File: src/rtl/multicycle_addsub.sv
// Multi-cycle WIDTH-bit add/subtract, CHUNK bits per clock, with a start/done handshake.
// Optional output saturation on signed overflow when ADDER_SATURATE_EN is defined.
module multicycle_addsub #(
  parameter int unsigned WIDTH = 18,
  parameter int unsigned CHUNK = 6
) (
  input  logic             clk,
  input  logic             rst,
  input  logic             start,
  input  logic             Mode,
  input  logic [WIDTH-1:0] SRC1,
  input  logic [WIDTH-1:0] SRC2,
  output logic             ready,
  output logic             done,
  output logic [WIDTH-1:0] Output,
  output logic             Carry,
  output logic             Overflow,
  output logic             Zero,
  output logic             Negative
);

  localparam int unsigned NCHUNK = WIDTH / CHUNK;
  localparam int unsigned CW     = (NCHUNK > 1) ? $clog2(NCHUNK) : 1;
  localparam logic [CW-1:0] LAST = CW'(NCHUNK - 1);

  typedef enum logic {IDLE, RUN} state_t;

  state_t           state;
  logic [CW-1:0]    cnt;
  logic [WIDTH-1:0] a_reg;
  logic [WIDTH-1:0] b_reg;
  logic             c_reg;
  logic [WIDTH-1:0] sum_reg;

  logic [CHUNK-1:0] a_chunk_c;
  logic [CHUNK-1:0] b_chunk_c;
  logic [CHUNK:0]   csum_c;
  logic [WIDTH-1:0] sum_c;
  logic             ovf_c;
  logic [WIDTH-1:0] res_c;

  // Select the active chunk, add it with the registered carry, and merge into the partial sum.
  always_comb begin
    a_chunk_c = '0;
    b_chunk_c = '0;
    for (int i = 0; i < int'(NCHUNK); i++) begin
      if (cnt == CW'(i)) begin
        a_chunk_c = a_reg[i*CHUNK +: CHUNK];
        b_chunk_c = b_reg[i*CHUNK +: CHUNK];
      end
    end
    csum_c = {1'b0, a_chunk_c} + {1'b0, b_chunk_c} + (CHUNK+1)'(c_reg);
    sum_c  = sum_reg;
    for (int i = 0; i < int'(NCHUNK); i++) begin
      if (cnt == CW'(i)) begin
        sum_c[i*CHUNK +: CHUNK] = csum_c[CHUNK-1:0];
      end
    end
    ovf_c = (a_reg[WIDTH-1] == b_reg[WIDTH-1]) && (sum_c[WIDTH-1] != a_reg[WIDTH-1]);
`ifdef ADDER_SATURATE_EN
    if (ovf_c) begin
      res_c = a_reg[WIDTH-1] ? {1'b1, {(WIDTH-1){1'b0}}} : {1'b0, {(WIDTH-1){1'b1}}};
    end else begin
      res_c = sum_c;
    end
`else
    res_c = sum_c;
`endif
  end

  // Handshake FSM; Output and flags are written only on the final-chunk edge.
  always_ff @(posedge clk) begin
    if (rst) begin
      state    <= IDLE;
      cnt      <= '0;
      a_reg    <= '0;
      b_reg    <= '0;
      c_reg    <= 1'b0;
      sum_reg  <= '0;
      ready    <= 1'b1;
      done     <= 1'b0;
      Output   <= '0;
      Carry    <= 1'b0;
      Overflow <= 1'b0;
      Zero     <= 1'b1;
      Negative <= 1'b0;
    end else begin
      done <= 1'b0;
      case (state)
        IDLE: begin
          if (start) begin
            a_reg   <= SRC1;
            b_reg   <= Mode ? ~SRC2 : SRC2;
            c_reg   <= Mode;
            cnt     <= '0;
            sum_reg <= '0;
            ready   <= 1'b0;
            state   <= RUN;
          end
        end
        RUN: begin
          sum_reg <= sum_c;
          c_reg   <= csum_c[CHUNK];
          if (cnt == LAST) begin
            Output   <= res_c;
            Carry    <= csum_c[CHUNK];
            Overflow <= ovf_c;
            Zero     <= (res_c == '0);
            Negative <= res_c[WIDTH-1];
            done     <= 1'b1;
            ready    <= 1'b1;
            state    <= IDLE;
          end else begin
            cnt <= cnt + CW'(1);
          end
        end
        default: state <= IDLE;
      endcase
    end
  end

endmodule

File: config.mk
export PLATFORM = sky130hd
export DESIGN_NAME = multicycle_addsub
export DESIGN_NICKNAME = d
export VERILOG_FILES = /design/src/rtl/multicycle_addsub.sv
export SDC_FILE = /design/constraint.sdc
export NUM_CORES = 1
export LEC_CHECK = 0
export ABC_CLOCK_PERIOD_IN_PS = 3550
export CAP_MARGIN = 25
export CORE_ASPECT_RATIO = 0.7
export CORE_UTILIZATION = 45
export CTS_BUF_LIST = sky130_fd_sc_hd__clkbuf_4 sky130_fd_sc_hd__clkbuf_8 sky130_fd_sc_hd__clkbuf_16
export CTS_CLUSTER_DIAMETER = 150
export DETAILED_ROUTE_END_ITERATION = 12
export GPL_TIMING_DRIVEN = 0
export PLACE_DENSITY = 0.7
export REMOVE_ABC_BUFFERS = 1
export SETUP_SLACK_MARGIN = 0.15
export SYNTH_ARGS = -nofsm -noshare
export SYNTH_HDL_FRONTEND = slang
export SYNTH_SLANG_ARGS = --single-unit
File: constraint.sdc
create_clock -name clk -period 3.55 [get_ports clk]
set_input_delay 0.355 -clock clk [delete_from_list [all_inputs] [get_ports clk]]
set_output_delay 0.355 -clock clk [all_outputs]
set_load 0.05 [all_outputs]
# After elaboration in Yosys (flattened, before gate mapping)
# Index checks and enable logic that the tools add are counted.
dict set report word_totals {
  ff_bits 82
  latchBits 0
  mem_bits_rw 0
  mem_bits_ro 0
  in_bits 40
  out_inout_bits 24
  wordCells 57
  mem_count 0
}
dict set report classes {
  n_addsub 3
  mul 0
  n_div 0
  magnitude_cmp 0
  n_eq_ne 7
  n_shift 0
  muxes 24
  bitwise 2
  n_reduce_logical 8
}
# cell n
set op_table {}
lappend op_table {{two-way mux 6 bit} 9}
lappend op_table {{two-way mux 18 bit} 2}
lappend op_table {{one-hot mux 18 bit (2 select lines)} 1}
lappend op_table {{logical NOT 18 bit} 1}
lappend op_table {{NOT 18 bit} 1}
lappend op_table {{AND reduction 2 bit} 4}
lappend op_table {{adder 6 x 6 -> 7 bit} 1}
lappend op_table {{adder 7 x 1 -> 7 bit} 1}
lappend op_table {{two-way mux 1 bit} 6}
lappend op_table {{one-hot mux 1 bit (2 select lines)} 3}
lappend op_table {{two-way mux 2 bit} 2}
lappend op_table {{inequality test 2 bit, second input constant} 2}
lappend op_table {{one-hot mux 2 bit (2 select lines)} 1}
lappend op_table {{adder 2 x 1 -> 2 bit, second input constant} 1}
lappend op_table {{== test 2 x 1 -> 1 bit, second input constant} 1}
lappend op_table {{== test 2 bit, second input constant} 1}
lappend op_table {{logical NOT 2 bit} 1}
lappend op_table {{inequality test 2 x 1 -> 1 bit, second input constant} 1}
lappend op_table {{OR reduction 2 bit} 1}
lappend op_table {{== test 1 bit} 1}
lappend op_table {{logical AND 1 bit} 1}
lappend op_table {{inequality test 1 bit} 1}
lappend op_table {{NOT 1 bit} 1}

# Longest topological paths before layout
dict set report logic_depth {
  depth_word 9
  depth_mapped 17
  mapped_depth_nobuf 15
}

# Least setup slack after synthesis
# No wires, ideal clock.
dict set report synth_path {
  path_type {flip-flop to flip-flop}
  start {register cnt[0]}
  end {register Zero}
  setup_time_ps 59
  arrival_time_ps 3394
  t_required_ps 3491
  slack_ps 97
  path_stages_with_launch 14
  path_buffers 3
  synth_period_minus_slack_ps 3453
  path_cell_list {dfxtp_1 inv_1 ha_1 buf_2 buf_1 buf_1 a21oi_1 fa_1 fa_1 xnor2_1 mux2_2 nor4_1 and4_1 a31o_1}
}
dict set report synth_via {
  elab_chain_len 8
  elab_cells_between_ends 16
  cone_classes {add/sub: 2; eq/ne: 2; mux: 9; reduce/logical: 3}
}
# item line
set synth_rtl {}
lappend synth_rtl {{start: declaration} 29} ;# logic [CW-1:0] cnt;
lappend synth_rtl {{start signal: assignment} 114} ;# cnt <= cnt + CW'(1);
lappend synth_rtl {{logical NOT 2 bit} {47, 55}}
lappend synth_rtl {{two-way mux 6 bit (3 in series)} 47} ;# if (cnt == CW'(i)) begin
lappend synth_rtl {{adder 6 x 6 -> 7 bit} 52} ;# csum_c = {1'b0, a_chunk_c} + {1'b0, b_chunk_c} + (CHUNK+1)'(c_reg);
lappend synth_rtl {{adder 7 x 1 -> 7 bit} 52}
lappend synth_rtl {{two-way mux 6 bit} 55} ;# if (cnt == CW'(i)) begin
lappend synth_rtl {{logical NOT 18 bit} 108} ;# Zero <= (res_c == '0);
lappend synth_rtl {{end signal: assignment} 108}
lappend synth_rtl {{end: declaration} 18} ;# output logic Zero,
# Parallel ways exist; a longest one is shown, timed or not.
# A chain may end at the register's enable or synchronous reset.

# Worst setup path after layout
dict set report layout_path {
  start {register cnt[1]}
  end {register Zero}
}
# Same word-level chain as after synthesis.

==> out/metrics.yaml <==
timing:
  worstMarginPinSlew_ps: 960
  setup_ws_ps: 332
  slew_headroom_pct: 35.8
  final.setup.tns_ps: 0
  final-setup-viol-count: 0
  hold_violations: 0
  max_freq_mhz: 311
  drv_slew: 0
  period_minus_slack_ps: 3220
  rsz0062_at_grt: "no"
  fin_crit_sh_pct: 90.7
  clock_skew_ps: 4.58
route:
  wirelength_microns: 9310
  firstDrtPassIters: 6
  drt_iter0_drc: 267
  drcViolationCount: 0
  viasPerCell: 5.27
  ant_nets: 0
  wl_per_cell_microns: 14.0
  vias: 3496
finish:
  multi_input_area_sq_um: 2210
  area_growth_pct: 31.2
  drive_gt1_share_pct: 11.0
  num-nets-final: 589
  utilization_pct: 61.3
  antenna_cells: 0
  design_area_sq_um: 5200
  seqCellArea_sq_um: 1620
  fillers: 757
grt:
  grt_max_degree: 48
  grt_antenna_before_repair: 0
  grt_overflow_total: 0
  grt_pass1_wl_microns: 14900
  first_global_vias: 3154
  grtUsageTotal_pct: 21.1
placement:
  post-place-ws_ps: -473
  numPortBuffers: 63
  gp_congestion: 0.756
  dpl_cell_area_sq_um: 4690
  place_hpwl_microns: 6270
cts:
  cts_root_buffer: "clkbuf_16"
  cts_buffers: 9
  cts_sinks: 81
  clock_latency_ps: 340
  htreeDepth: 3
  path_clk_slew_ps: 60
  tritoncts: "yes"
  cts_buffer_depth: 2
logic_synthesis:
  ys_ff_latch: 81
  ys_top_cells_by_area: "dfxtp_1 41%, a21oi_1 7.8%, nand2_1 6.6%"
  avgSynthCellArea_sq_um: 8.07
  synthFlopType: "dfxtp_1"
  synthArstFlopShare_pct: 0
  synth-warning-count: 0
  synth_cells: 491
  ys_seq_area_share_pct: 40.9
  yosysTopAreaCellShare_pct: 40.9
  synth_edf_count: 0
  post-synth-top-area-cell: "dfxtp_1"
  synthDistinctLibCells: 45
  synth_area_sq_um: 3960
floorplanning:
  num_rows: 28
  die_h_microns: 80.5
  core_sq_um: 8480
  die-area_sq_um: 9190
  fp.dieW_microns: 114
  io_pins: 64
  start_util_pct: 46.7
power_and_ir_drop:
  netSwitchingFraction_pct: 26.1
  vdd_drop_max_v: 0.000247
  combPwrFrac_pct: 18.3
  p_int_mw: 1.80
  p_per_area_nw_per_um2: 468
  seqPwrFrac_pct: 40.3
  pwr-share-clk_pct: 41.4
  p_leak_nw: 1.90
  power_mw: 2.43
  netSwitchingPower_mw: 0.633
critical_path:
  criticalPathCategory: "flip-flop to flip-flop"
  r2r_start: "cnt[1]$_SDFFE_PP0P_"
  endpoint_kind: "flip-flop"
  timing.reg2reg.setup_slack_ps: 330
  r2r-end: "Zero$_SDFFE_PP1P_"
  reg2reg_depth: 13
  cp_max_fo: 29
  arrival_ps: 3450
  cp_data_required_time_ps: 3780
  cp-start-kind: "flip-flop"
min_path:
  min_path_cells: 2
  min_to: "Output[5]$_SDFFE_PP0P_"
  hold_path.class: "flip-flop to flip-flop"
  hold_start: "Output[5]$_SDFFE_PP0P_"
run:
  maxCapViolCount: 0
outcome:
  status: "completed"
==> layer usage <==
layer | global-route usage [%] | up-vias | share of wire, %
met2 | 33.3 | 71 | 44
met5 | 0 | - | 0
met4 | 6.23 | 0 | 1.3
li1 | - | 1784 | -
met1 | 27.5 | 1630 | 50
met3 | 6.94 | 11 | 4.6
==> cells by family after synthesis <==
family,Yosys count,share of synthesized area [%]
AOI/OAI and AO/OA,136,21.8
adders and majority gates,10,3.54
DFF,81,40.9
xor gates and xnor gates,20,4.42
buffers and inverters,52,5.43
muxes,9,2.43
and+or+nand+nor,183,21.4
==> placed cells by master (no fill, tap or decap), types with 2 or more instances in the layout <==
master           netlist  routed
dfxtp_1               81      80
nand2_1               70      70
nor2_1                63      63
clkdlybuf4s50_1        0      62
a21oi_1               62      59
a211oi_1              21      20
xnor2_1               20      19
o21ai_0               18      18
nor3b_1               14      14
a22o_1                12      12
buf_4                  2      11
clkbuf_16              0       9
inv_1                  9       8
nand2b_1               7       7
nor2b_1                7       5
mux2_2                 5       5
ha_1                   8       5
mux2i_1                4       4
buf_16                 0       4
a21oi_2                0       3
nor4bb_1               3       3
a311oi_1               3       3
o2111ai_1              3       3
o211ai_1               3       3
nand3b_1               3       3
or3b_2                 3       3
nor3_1                 3       3
nor4_1                 3       3
ha_4                   0       3
nor2b_4                0       2
or2_2                  2       2
o311ai_2               2       2
a21o_1                 2       2
and2_1                 2       2
fa_2                   0       2
clkinv_2               0       2
bufinv_16              0       2
buf_12                 0       2
==> per-stage QoR <==
stage / hold WS (ps) / cells
after floorplan: 424 / 448
after global placement: 429 / 631
after detailed placement: 445 / 636
after CTS: 459 / 653
after global routing: 472 / 664
final: 453 / 664
==> power by group through the flow <==
stage               clock [mW]  combinational, mW  sequential, mW
floorplan                    0              0.239            1.00
global placement             0              0.375           0.999
detailed placement           0              0.404           0.997
CTS                       1.02              0.419           0.978
global route              1.06              0.483           0.983
finish                    1.01              0.445           0.979
==> synth_stat cells, types with 4 or more instances <==
cell type / number
buf_1: 6
nor2_1: 63
xnor2_1: 20
dfxtp_1: 81
nand2b_1: 7
nor2b_1: 7
a22o_1: 12
nand2_1: 70
clkbuf_1: 25
buf_2: 10
o21ai_0: 18
ha_1: 8
mux2i_1: 4
a211oi_1: 21
nor3b_1: 14
a21oi_1: 62
inv_1: 9
mux2_2: 5
==> how the worst max path moves through the flow <==
stage,start,endpoint,slack (ps),cells past startpoint
2_1_floorplan,cnt[1]$_SDFFE_PP0P_,Zero$_SDFFE_PP1P_,150,13
3_3_place_gp,start,a_reg[17]$_SDFFE_PP0P_,-1020,4
3_5_place_dp,cnt[0]$_SDFFE_PP0P_,Zero$_SDFFE_PP1P_,-470,15
4_1_cts,cnt[1]$_SDFFE_PP0P_,Zero$_SDFFE_PP1P_,180,13
5_1_grt,cnt[0]$_SDFFE_PP0P_,Zero$_SDFFE_PP1P_,170,14
6_report,cnt[1]$_SDFFE_PP0P_,Zero$_SDFFE_PP1P_,330,13
==> worst max-delay path: stages, from the launching register on <==
cell      delay (ps)
dfxtp_2          360
inv_1            100
ha_4             190
buf_16           160
nor2_1           120
a21oi_1           50
o21ai_0          380
ha_1             300
nor2b_1          160
o31a_1           290
o311ai_2         380
mux2i_1          200
and2_1           200
a31o_1           190
==> area by class of cell <==
cell class,instances,area share [%]
clock buffer,11,4.74
clock inverter,5,1.52
inverter,9,0.650
multi-input combinational,358,42.5
sequential,81,31.2
tap,120,2.89
timing repair buffer,80,16.5
==> timing repair <==
| item | CTS | global route |
|---|---|---|
| resized for setup | 10 | 6 |
| hold endpoints to repair | 0 | 0 |
| hold buffers | 0 | 0 |
| setup buffers | 1 | 10 |
| pin swaps | 1 | 5 |
| setup endpoints to repair | 27 | 4 |
No activity file was read; power rests on OpenSTA's default activity.
